===== config.mk =====
export PLATFORM = sky130hd
export DESIGN_NAME = deq_shifter_flat
export DESIGN_NICKNAME = d
export VERILOG_FILES = /design/src/rtl/deq_shifter_if.sv /design/src/rtl/deq_shifter.sv /design/src/flat_wrapper.sv
export SDC_FILE = /design/constraint.sdc
export NUM_CORES = 1
export LEC_CHECK = 0
export ABC_AREA = 1
export ABC_CLOCK_PERIOD_IN_PS = 3160
export CORE_UTILIZATION = 44
export CTS_CLUSTER_DIAMETER = 60
export CTS_CLUSTER_SIZE = 10
export DETAILED_ROUTE_END_ITERATION = 12
export PLACE_DENSITY = 0.85
export REMOVE_ABC_BUFFERS = 1
export SETUP_SLACK_MARGIN = 0.3
export SLEW_MARGIN = 10
export SYNTH_ARGS = -nofsm -noshare
export SYNTH_HDL_FRONTEND = slang
export SYNTH_SLANG_ARGS = --single-unit

===== constraint.sdc =====
create_clock -name clk -period 3.16 [get_ports clk]
set_clock_uncertainty 0.05 [all_clocks]
set_input_delay 0.632 -clock clk [delete_from_list [all_inputs] [get_ports clk]]
set_output_delay 0.632 -clock clk [all_outputs]
set_load 0.02 [all_outputs]

===== src/rtl/deq_shifter_if.sv =====
// rtl/deq_shifter_if.sv - request, BRAM and count-update signals of the QuickQ dequeue engine
interface deq_shifter_if #(
    parameter int DATA_W = 32,
    parameter int ADDR_W = 10
);
    logic              deq_req;
    logic              enq_active;
    logic [ADDR_W:0]   count_in;
    logic              rd_en;
    logic [ADDR_W-1:0] rd_addr;
    logic [DATA_W-1:0] rd_data;
    logic              wr_en;
    logic [ADDR_W-1:0] wr_addr;
    logic [DATA_W-1:0] wr_data;
    logic              busy;
    logic              deq_valid;
    logic [DATA_W-1:0] deq_data;
    logic              empty_err;
    logic [ADDR_W:0]   count_out;
    logic              count_we;

    // requester / BRAM / last-index register side
    modport master (
        output deq_req, enq_active, count_in, rd_data,
        input  rd_en, rd_addr, wr_en, wr_addr, wr_data,
        input  busy, deq_valid, deq_data, empty_err, count_out, count_we
    );

    // dequeue engine side
    modport slave (
        input  deq_req, enq_active, count_in, rd_data,
        output rd_en, rd_addr, wr_en, wr_addr, wr_data,
        output busy, deq_valid, deq_data, empty_err, count_out, count_we
    );
endinterface


===== src/rtl/deq_shifter.sv =====
// rtl/deq_shifter.sv - QuickQ dequeue engine: pop BRAM head, shift entries down, clear top slot
module deq_shifter #(
    parameter int DATA_W = 32,
    parameter int ADDR_W = 10
) (
    input  logic         clk,
    input  logic         rst,
    deq_shifter_if.slave bus
);
    localparam logic [ADDR_W:0] DEPTH = {1'b1, {ADDR_W{1'b0}}};
    localparam logic [ADDR_W:0] ONE   = (ADDR_W+1)'(1);

    typedef enum logic [2:0] {IDLE, HEAD, SHIFT, DRAIN, CLEAR, FIN} state_t;

    state_t            state;
    state_t            state_nxt;
    logic [ADDR_W:0]   n_q;
    logic [ADDR_W:0]   n_m1;
    logic [ADDR_W:0]   i_q;
    logic [ADDR_W-1:0] wb_addr;
    logic              wb_pend;
    logic              cap_head;
    logic              empty_q;
    logic [DATA_W-1:0] deq_data_q;
    logic              accept;
    logic              reject;

    assign n_m1          = n_q - ONE;
    assign bus.deq_data  = deq_data_q;
    assign bus.empty_err = empty_q;

    // state register
    always_ff @(posedge clk or posedge rst) begin
        if (rst) begin
            state <= IDLE;
        end else begin
            state <= state_nxt;
        end
    end

    // next state and Moore decode of the BRAM ports and completion strobes
    always_comb begin
        state_nxt     = state;
        accept        = 1'b0;
        reject        = 1'b0;
        bus.busy      = (state != IDLE);
        bus.rd_en     = 1'b0;
        bus.rd_addr   = '0;
        bus.wr_en     = 1'b0;
        bus.wr_addr   = '0;
        bus.wr_data   = '0;
        bus.deq_valid = 1'b0;
        bus.count_we  = 1'b0;
        bus.count_out = '0;
        case (state)
            IDLE: begin
                // the request is still high while the empty error is shown; don't re-answer it
                if (bus.deq_req && !bus.enq_active && !empty_q) begin
                    if (bus.count_in == '0) begin
                        reject = 1'b1;
                    end else begin
                        accept    = 1'b1;
                        state_nxt = HEAD;
                    end
                end
            end
            HEAD: begin
                bus.rd_en = 1'b1;
                state_nxt = (n_q > ONE) ? SHIFT : DRAIN;
            end
            SHIFT: begin
                bus.rd_en   = 1'b1;
                bus.rd_addr = i_q[ADDR_W-1:0];
                if (i_q == n_m1) begin
                    state_nxt = DRAIN;
                end
            end
            DRAIN: begin
                state_nxt = CLEAR;
            end
            CLEAR: begin
                bus.wr_en   = 1'b1;
                bus.wr_addr = n_m1[ADDR_W-1:0];
                state_nxt   = FIN;
            end
            FIN: begin
                bus.deq_valid = 1'b1;
                bus.count_we  = 1'b1;
                bus.count_out = n_m1;
                state_nxt     = IDLE;
            end
            default: begin
                state_nxt = IDLE;
            end
        endcase
        // a shift read issued last cycle lands one slot lower this cycle
        if (wb_pend) begin
            bus.wr_en   = 1'b1;
            bus.wr_addr = wb_addr;
            bus.wr_data = bus.rd_data;
        end
    end

    // count latch, read index, pending write-back and head capture
    always_ff @(posedge clk or posedge rst) begin
        if (rst) begin
            n_q        <= '0;
            i_q        <= '0;
            wb_pend    <= 1'b0;
            wb_addr    <= '0;
            cap_head   <= 1'b0;
            empty_q    <= 1'b0;
            deq_data_q <= '0;
        end else begin
            if (accept) begin
                n_q <= (bus.count_in > DEPTH) ? DEPTH : bus.count_in;
            end
            empty_q <= reject;
            if (state == HEAD) begin
                i_q <= ONE;
            end else if (state == SHIFT) begin
                i_q <= i_q + ONE;
            end
            wb_pend  <= (state == SHIFT);
            wb_addr  <= i_q[ADDR_W-1:0] - 1'b1;
            cap_head <= (state == HEAD);
            if (cap_head) begin
                deq_data_q <= bus.rd_data;
            end
        end
    end
endmodule


===== src/flat_wrapper.sv =====
// flat-port wrapper written by rule: the top's interface ports become plain ports
module deq_shifter_flat 
#(
    parameter int DATA_W = 32,
    parameter int ADDR_W = 10
)
  (clk, rst, bus_deq_req, bus_enq_active, bus_count_in, bus_rd_data, bus_rd_en, bus_rd_addr, bus_wr_en, bus_wr_addr, bus_wr_data, bus_busy, bus_deq_valid, bus_deq_data, bus_empty_err, bus_count_out, bus_count_we);
  deq_shifter_if #(.DATA_W(DATA_W), .ADDR_W(ADDR_W)) bus_i ();
  input  logic clk;
  input  logic rst;
  input wire logic [$bits(bus_i.deq_req)-1:0] bus_deq_req;
  input wire logic [$bits(bus_i.enq_active)-1:0] bus_enq_active;
  input wire logic [$bits(bus_i.count_in)-1:0] bus_count_in;
  input wire logic [$bits(bus_i.rd_data)-1:0] bus_rd_data;
  output wire logic [$bits(bus_i.rd_en)-1:0] bus_rd_en;
  output wire logic [$bits(bus_i.rd_addr)-1:0] bus_rd_addr;
  output wire logic [$bits(bus_i.wr_en)-1:0] bus_wr_en;
  output wire logic [$bits(bus_i.wr_addr)-1:0] bus_wr_addr;
  output wire logic [$bits(bus_i.wr_data)-1:0] bus_wr_data;
  output wire logic [$bits(bus_i.busy)-1:0] bus_busy;
  output wire logic [$bits(bus_i.deq_valid)-1:0] bus_deq_valid;
  output wire logic [$bits(bus_i.deq_data)-1:0] bus_deq_data;
  output wire logic [$bits(bus_i.empty_err)-1:0] bus_empty_err;
  output wire logic [$bits(bus_i.count_out)-1:0] bus_count_out;
  output wire logic [$bits(bus_i.count_we)-1:0] bus_count_we;
  assign bus_i.deq_req = bus_deq_req;
  assign bus_i.enq_active = bus_enq_active;
  assign bus_i.count_in = bus_count_in;
  assign bus_i.rd_data = bus_rd_data;
  assign bus_rd_en = bus_i.rd_en;
  assign bus_rd_addr = bus_i.rd_addr;
  assign bus_wr_en = bus_i.wr_en;
  assign bus_wr_addr = bus_i.wr_addr;
  assign bus_wr_data = bus_i.wr_data;
  assign bus_busy = bus_i.busy;
  assign bus_deq_valid = bus_i.deq_valid;
  assign bus_deq_data = bus_i.deq_data;
  assign bus_empty_err = bus_i.empty_err;
  assign bus_count_out = bus_i.count_out;
  assign bus_count_we = bus_i.count_we;
  deq_shifter #(.DATA_W(DATA_W), .ADDR_W(ADDR_W)) u_core (.clk(clk), .rst(rst), .bus(bus_i));
endmodule

# ---- After elaboration in Yosys (flattened, before gate mapping)
# Index checks and enable logic that the tools add are counted.
dict set report word_totals {
  reg_bits 70
  in_bits 47
}
dict set report op_classes {
  n_reduce_logical 10
  n_lt_le_gt_ge 2
  mux 23
  n_eq_ne 9
  n_addsub 3
}
# cell count
set op_table {}
lappend op_table {{11-bit two-way mux} 4}
lappend op_table {{32-bit two-way mux} 1}
lappend op_table {{10-bit two-way mux} 3}
lappend op_table {{3-bit one-hot mux with 5 select lines} 1}
lappend op_table {{11-bit by 1-bit adder with 11-bit output, second input constant} 1}
lappend op_table {{11-bit equality test} 1}
lappend op_table {{11-bit by 1-bit greater-than comparator with 1-bit output, second input constant} 1}
lappend op_table {{11-bit greater-than comparator, second input constant} 1}
lappend op_table {{11-bit zero test} 1}
lappend op_table {{1-bit two-way mux} 11}
lappend op_table {{11-bit by 1-bit subtractor with 11-bit output, second input constant} 1}
lappend op_table {{10-bit by 1-bit subtractor with 10-bit output, second input constant} 1}
lappend op_table {{3-bit two-way mux} 3}
lappend op_table {{3-bit by 2-bit equality test with 1-bit output, second input constant} 2}
lappend op_table {{3-bit equality test, second input constant} 2}
lappend op_table {{2-bit by 1-bit inequality test with 1-bit output, second input constant} 2}
lappend op_table {{3-bit by 1-bit equality test with 1-bit output, second input constant} 1}
lappend op_table {{3-bit zero test} 1}
lappend op_table {{3-bit AND reduction} 1}
lappend op_table {{3-bit nonzero test} 1}
lappend op_table {{1-bit logical AND} 2}
lappend op_table {{1-bit zero test} 2}
lappend op_table {{2-bit inequality test, second input constant} 1}
lappend op_table {{2-bit nonzero test} 1}
lappend op_table {{2-bit OR reduction} 1}

# ---- Depth between registers and ports, before layout
# Gate-level depths: netlist of run 1.
dict set report depth {
  word_depth 5
  mapped_depth 16
  ltp_nobuf 16
}

# ---- Least setup slack after synthesis of run 1
# No wires, ideal clock.
dict set report synth_timing {
  kind {register to output}
  startpoint {reg u_core.state[0]}
  endpoint {out bus_count_out[3]}
  setup_slack_ns 0.745
  arrival_time_ns 1.733
  required_ns 2.478
  stages_incl_launch_ff 6
  path_cell_list {dfrtp_1 -> inv_1 -> nor3_1 -> inv_1 -> clkbuf_1 -> nor2_1}
}
dict set report synth_via {
  elab_chain_len 2
}
# item line
set synth_rtl {}
lappend synth_rtl {{start, declared} deq_shifter.sv:15} ;# state_t state;
lappend synth_rtl {{start signal, assigned} deq_shifter.sv:37} ;# state <= state_nxt;
lappend synth_rtl {{3-bit equality test} deq_shifter.sv:55} ;# case (state)
lappend synth_rtl {{11-bit two-way mux} deq_shifter.sv:55}
lappend synth_rtl {{end, declared} flat_wrapper.sv:24} ;# output wire logic [$bits(bus_i.count_out)-1:0] bus_count_out;
# Every way passes these cells.

# ---- Final worst setup path of run 1
dict set report layout_timing {
  startpoint {reg u_core.state[1]}
  endpoint {out bus_rd_addr[5]}
}
dict set report layout_via {
  elab_chain_len 2
}
# item line
set layout_rtl {}
lappend layout_rtl {{3-bit by 2-bit equality test with 1-bit output} deq_shifter.sv:55}
lappend layout_rtl {{10-bit two-way mux} deq_shifter.sv:55}
lappend layout_rtl {{end, declared} flat_wrapper.sv:16} ;# output wire logic [$bits(bus_i.rd_addr)-1:0] bus_rd_addr;
# Every way passes these cells.

==> out/results.txt, run 1 <==
routed len/inst -> 14.3 um
Area contributors post-synth -> dfrtp_1, nand2_1, mux2_2, inv_1, nor2_1
Die ar. -> 9020 sq um
DRT Pass-1 Iters -> 4
P_leak -> 2.80 nW
Max clock buf depth -> 2
dpl cell area -> 5390 sq um
max cap viols -> 0
vias per inst -> 4.88
CP bufs+invs -> 3
fin cells -> 730
Internal -> 3.10 mW
post-route setup slack -> 0.382 ns
# fillers -> 682
Post-Synthesis Cells -> 472
Fin. Hold Viols -> 0
WP data arrival -> 2.10 ns
I/O Pins -> 148
WL final -> 10,400 um
CTS tree -> built
RSZ-0062 raised after global routing -> true
Yosys cell types -> 28
fin crit share -> 87.9%
crit end category -> output port
Vias -> 3,566
Layout Nets -> 671
worst path cell trace -> inv_1, nor3_4, inv_2, nor2_1, clkdlybuf4s50_1
Gate power share -> 56.2%
Post-synth top cells -> nand2_1, inv_1, dfrtp_1
synthesized flop and latch total -> 70
die height -> 95.0 um
measured slew at the worst slew-check pin -> 0.645 ns
most common cell in the netlist -> nand2_1
Root Buffer -> clkbuf_8
Num CTS Buffers -> 9
Iter 0 DRT Violations -> 170
DRC viols -> 0
Worst path slowest cell -> clkdlybuf4s50_1
Flop pwr share -> 28.4%
Worst-path clk slew -> 0.08 ns
Post-Place Cells -> 714
pin count of the biggest net entering global routing -> 43
Post-Syn Area -> 3800 sq um
Core Box Area -> 8300 sq um
cell accounting for the most synthesized area -> dfrtp_1
Post-synth EDFFs -> 0
Yosys top cell area share -> 46.1%
Max Fclk -> 360 MHz
initial core utilization -> 45.8%
H-tree depth -> 3
top_reg_cell synth -> dfrtp_1
Syn Area/Cell -> 8.06 sq um
Placement Setup Slack -> 0.365 ns
finished layout cell area -> 5600 sq um
layout cells sized above 1 -> 13.0%
CP peak stage delay -> 0.66 ns
warnings from Yosys -> 0
postcts setup bufs -> 0
grt total ovfl -> 0
Fin Setup TNS -> 0 ns
Switch Pwr -> 2.31 mW
initial antenna violation count -> 0
# diodes -> 0
outcome -> complete, no violations
CP delay by family, top -> buffers and inverters
hold path cells -> 1
# clock sinks -> 70
Worst Hold Class -> register to register
critical path depth -> 5
Std-Cell Rows -> 33
crit start category -> register
Sw Share -> 42.7%
Pwr per Cell Area -> 966 nW/um^2
final setup fails -> 0
GRT Util Overall -> 23.9%
cts hold-fix bufs -> 0
Die Wd -> 95.0 um
FFs w/ async S/R, synth -> 100%
Crit Path Max Fanout -> 13
hpwl dp -> 8250 um
clk_lat worst skew -> 0.34 ns
maximum vdd ir drop -> 0.598 mV
post-route ant nets -> 0
gp weighted congestion -> 0.876
first-pass GRT wire length -> 16,300 um
data required time of the worst path -> 2.48 ns
vias in the first global route -> 3,457
fin. max-slew vios -> 0
R2R depth -> 14
register area share after synthesis -> 46.1%
critical path class -> register to output port
Area Overhead vs Synth -> 47.3%
max_slew headroom -> 56.9%
Clk network pwr share -> 15.4%
# port buffers -> 147
post-layout min period -> 2.78 ns
==> stage by stage <==
step,hold slack (ns),power (mW),util (%)
after floorplan,0.425,3.31,-
after global placement,0.438,4.55,64.9
after detailed placement,0.445,4.64,64.9
after CTS,0.463,5.44,67.6
after global routing,0.468,5.80,67.5
final,0.459,5.41,67.5
==> per-layer routing <==
layer / track usage, % / up-vias / share of wire, %
met5: 0 / - / 0
met4: 5.05 / 0 / 0.62
met3: 6.04 / 7 / 8.1
met2: 43.7 / 131 / 51
met1: 28.0 / 1646 / 40
li1: - / 1782 / -
==> power groups by stage <==
stage                     logic [mW]  clock network, mW  registers [mW]
after detailed placement        3.09                  0            1.55
after CTS                       3.07              0.844            1.53
after global routing            3.32              0.895            1.58
after floorplan                 1.46                  0            1.86
final                           3.04              0.831            1.54
after global placement          3.03                  0            1.52
==> logic make-up (layout without fill, tap and decap cells) <==
kind of cell / after synthesis / count (layout) / share of synthesized area, %
flops: 70 / 70 / 46.1
xor+xnor: 11 / 11 / 2.53
compound gates: 45 / 45 / 6.84
mux: 32 / 32 / 9.47
fa+ha+maj: 4 / 4 / 1.32
buf+inv: 99 / 252 / 10.3
simple gates: 211 / 211 / 23.5
==> final timing paths <==
| path | to | start | slack (ns) |
|---|---|---|---|
| max | bus_rd_addr[5] | u_core.state[1]$_DFFE_PP0P_ | 0.38 |
| min in group asynchronous | u_core.bus.deq_data[26]$_DFFE_PP0P_ | rst | 0.65 |
| min reg2reg | u_core.bus.deq_data[16]$_DFFE_PP0P_ | u_core.bus.deq_data[16]$_DFFE_PP0P_ | 0.46 |
| max reg2reg | u_core.state[0]$_DFFE_PP0P_ | u_core.n_q[0]$_DFFE_PP0P_ | 1.18 |
| max in group asynchronous | u_core.n_q[0]$_DFFE_PP0P_ | rst | 1.72 |
| min | u_core.bus.deq_data[16]$_DFFE_PP0P_ | u_core.bus.deq_data[16]$_DFFE_PP0P_ | 0.46 |
==> state kept, by name (all words and copies together) (netlist names) <==
register	flops
u_core.wb_addr	10
u_core.bus.empty_err	1
u_core.i_q	11
u_core.wb_pend	1
u_core.n_q	11
u_core.bus.deq_data	32
u_core.state	3
u_core.cap_head	1
==> placed cells by master, fill, tap and decap left out, types with 2 or more instances in the layout <==
cell type | netlist | final
clkdlybuf4s50_1 | 0 | 128
nand2_1 | 115 | 114
inv_1 | 80 | 78
dfrtp_1 | 70 | 69
nor2_1 | 44 | 44
mux2_2 | 32 | 32
nand3_1 | 26 | 26
o21ai_0 | 16 | 16
clkbuf_8 | 0 | 11
xor2_1 | 10 | 10
a21oi_1 | 9 | 9
dlygate4sd2_1 | 0 | 9
nor2_2 | 8 | 8
o22ai_1 | 8 | 8
o31ai_1 | 8 | 8
clkbuf_2 | 0 | 6
inv_2 | 3 | 5
nand4_1 | 5 | 5
buf_4 | 3 | 5
nand2_2 | 3 | 4
nor3_1 | 5 | 4
dlymetal6s2s_1 | 0 | 4
ha_1 | 4 | 3
o21ai_1 | 2 | 2
nor3_4 | 1 | 2
o211ai_1 | 2 | 2
bufinv_16 | 0 | 2
==> final cells by class <==
type / instances / area, sq um / share of cell area [%]
sequential: 70 / 1750 / 31.3
clock buffer: 12 / 155 / 2.77
clock inverter: 4 / 77.6 / 1.38
timing repair buffer: 153 / 1500 / 26.7
inverter: 83 / 312 / 5.56
tap: 105 / 131 / 2.34
multi-input combinational: 303 / 1680 / 29.9
==> timing repair <==
action | 4_1_cts | 5_1_grt
pin swaps | 0 | 0
resized for setup | 19 | 21
endpoints found under the setup margin | 21 | 13
Power figures use the tool's default switching activity.
==> run 2, diff against run 1 <==
--- a/config.mk
+++ b/config.mk
@@ -11,7 +11,7 @@
 export CTS_CLUSTER_DIAMETER = 60
 export CTS_CLUSTER_SIZE = 10
 export DETAILED_ROUTE_END_ITERATION = 12
-export PLACE_DENSITY = 0.85
+export PLACE_DENSITY = 0.92
 export REMOVE_ABC_BUFFERS = 1
 export SETUP_SLACK_MARGIN = 0.3
 export SLEW_MARGIN = 10
==> out/results.txt, run 2 (synthesized netlist as in run 1, its figures left out) <==
# clock sinks -> 70 (unchanged)
fin crit share -> 88.5% (+0.62 points)
fin. max-slew vios -> 0 (unchanged)
H-tree depth -> 3 (unchanged)
# fillers -> 661 (-3.1%)
P_leak -> 2.72 nW (-2.6%)
Vias -> 3,682 (+3.3%)
busiest layer in global routing -> met2
max cap viols -> 0 (unchanged)
Std-Cell Rows -> 33 (unchanged)
CTS tree -> built
measured slew at the worst slew-check pin -> 0.645 ns (+0.00000250 ns)
die height -> 95.0 um (unchanged)
# diodes -> 0 (unchanged)
Area Overhead vs Synth -> 45.0%
Worst-path clk slew -> 0.08 ns (about the same)
routed len/inst -> 15.0 um (+4.6%)
Fin Setup TNS -> 0 ns (unchanged)
Pwr per Cell Area -> 948 nW/um^2 (-1.8%)
met1 track demand over resource -> 28.3% (+0.35 points)
critical path class -> register to output port
crit start category -> register
finished layout cell area -> 5520 sq um (-1.6%)
DRC viols -> 0 (unchanged)
Sw Share -> 44.8% (+2.1 points)
initial antenna violation count -> 0 (unchanged)
post-route ant nets -> 0 (unchanged)
Root Buffer -> clkbuf_8
grt total ovfl -> 0 (unchanged)
number of flip-flops in the largest register -> 32 (unchanged)
worst path cell trace -> inv_1, nor3_4, inv_2, nor2_1, clkdlybuf4s50_1
r2r setup slk -> 1.14 ns (-0.04 ns)
clk_lat worst skew -> 0.34 ns (about the same)
gp weighted congestion -> 0.892 (+1.8%)
maximum vdd ir drop -> 0.563 mV (-5.9%)
layout cells sized above 1 -> 12.4% (-0.58 points)
commonest non-fill, non-tap cells in the layout -> clkdlybuf4s50_1, nand2_1, inv_1, dfrtp_1, nor2_1
Die ar. -> 9020 sq um (unchanged)
vias in the first global route -> 3,593 (+3.9%)
Fin. Hold Viols -> 0 (unchanged)
Worst path slowest cell -> clkdlybuf4s50_1
post-layout min period -> 2.80 ns (+0.0197 ns)
Flop pwr share -> 29.5% (+1.1 points)
I/O Pins -> 148 (unchanged)
Num CTS Buffers -> 9 (unchanged)
Core Box Area -> 8300 sq um (unchanged)
CP bufs+invs -> 3 (unchanged)
WP data arrival -> 2.12 ns (+0.02 ns)
met3 usage -> 4.59% (-1.4 points)
first-pass GRT wire length -> 16,700 um (+1.9%)
Clk network pwr share -> 11.6% (-3.8 points)
hold_ws -> 0.459 ns (+0.000279 ns)
Die Wd -> 95.0 um (unchanged)
Crit Path Max Fanout -> 13 (unchanged)
outcome -> complete, no violations
DRT Pass-1 Iters -> 5 (+1)
max_slew headroom -> 56.9% (about the same)
CP delay by family, top -> buffers and inverters
Max Fclk -> 357 MHz (-0.71%)
Iter 0 DRT Violations -> 109 (-36%)
RSZ-0062 raised after global routing -> true
data required time of the worst path -> 2.48 ns (about the same)
CP peak stage delay -> 0.66 ns (about the same)
WL final -> 10,900 um (+4.2%)
Switch Pwr -> 2.34 mW (+1.4%)
Worst Hold Class -> register to register
vias per inst -> 5.06 (+3.7%)
GRT Util Overall -> 24.3% (+0.45 points)
# port buffers -> 147 (unchanged)
Internal -> 2.88 mW (-7.0%)
Max clock buf depth -> 2 (unchanged)
final setup fails -> 0 (unchanged)
Layout Nets -> 670 (-0.15%)
GR Layer Usage met2 -> 43.0% (-0.72 points)
Gate power share -> 58.9% (+2.7 points)
hpwl dp -> 8260 um (about the same)
dpl cell area -> 5380 sq um (-0.14%)
cts hold-fix bufs -> 0 (unchanged)
crit end category -> output port
commonest non-fill, non-tap cell in the layout -> clkdlybuf4s50_1
pin count of the biggest net entering global routing -> 43 (unchanged)
initial core utilization -> 45.8% (unchanged)
-- run 2: cell count changes in the layout (fill, tap and decap cells not counted), moves of 2 or more --
cell	before	now
bufinv_16	2	0
clkbuf_8	11	9
clkinv_2	0	2
dlymetal6s2s_1	4	2
-- run 2: through the flow --
stage	utilization (%)	setup slack (ns)	cells	total power [mW]
finish	66.5	0.362	727	5.23
global route	66.5	0.285	727	5.58
CTS	66.5	0.335	727	5.22
detailed placement	64.8	0.401	713	4.65
global placement	64.8	0.444	713	4.55
floorplan	-	0.290	456	3.31
-- run 2: final cells by class --
| type | instances | area, sq um | share of cell area [%] |
|---|---|---|---|
| clock buffers | 10 | 128 | 2.31 |
| clock inverters | 4 | 26.3 | 0.476 |
| inverters | 83 | 312 | 5.65 |
| multi-input cells | 303 | 1680 | 30.4 |
| flip-flops and latches | 70 | 1750 | 31.8 |
| well taps | 105 | 131 | 2.38 |
| repair buffers | 152 | 1490 | 27.0 |
-- run 2: power groups by stage --
stage / Sequential [mW] / Combinational [mW] / Clock (mW)
after floorplan: 1.86 / 1.46 / 0
after global placement: 1.52 / 3.03 / 0
after detailed placement: 1.55 / 3.10 / 0
after CTS: 1.54 / 3.08 / 0.609
after global routing: 1.59 / 3.34 / 0.652
final: 1.54 / 3.08 / 0.607
-- run 2: layer usage --
layer | vias up | wire length (um)
met5 | - | 0
met4 | 0 | 353
met3 | 27 | 816
met2 | 160 | 5270
met1 | 1725 | 4450
li1 | 1770 | -
-- run 2: what timing repair did --
action / in CTS / in global routing
endpoints found under the setup margin: 21 / 12
resized for setup: 20 / 19
setup buffers: 0 / 0
gates cloned: 0 / 0
-- run 2: worst paths after layout --
check,start,end,cells past startpoint
min,u_core.bus.deq_data[12]$_DFFE_PP0P_,u_core.bus.deq_data[12]$_DFFE_PP0P_,1
min reg2reg,u_core.bus.deq_data[12]$_DFFE_PP0P_,u_core.bus.deq_data[12]$_DFFE_PP0P_,1
max in group asynchronous,rst,u_core.n_q[0]$_DFFE_PP0P_,3
max,u_core.state[1]$_DFFE_PP0P_,bus_rd_addr[7],5
min in group asynchronous,rst,u_core.bus.deq_data[5]$_DFFE_PP0P_,2
max reg2reg,u_core.n_q[0]$_DFFE_PP0P_,u_core.state[0]$_DFFE_PP0P_,14
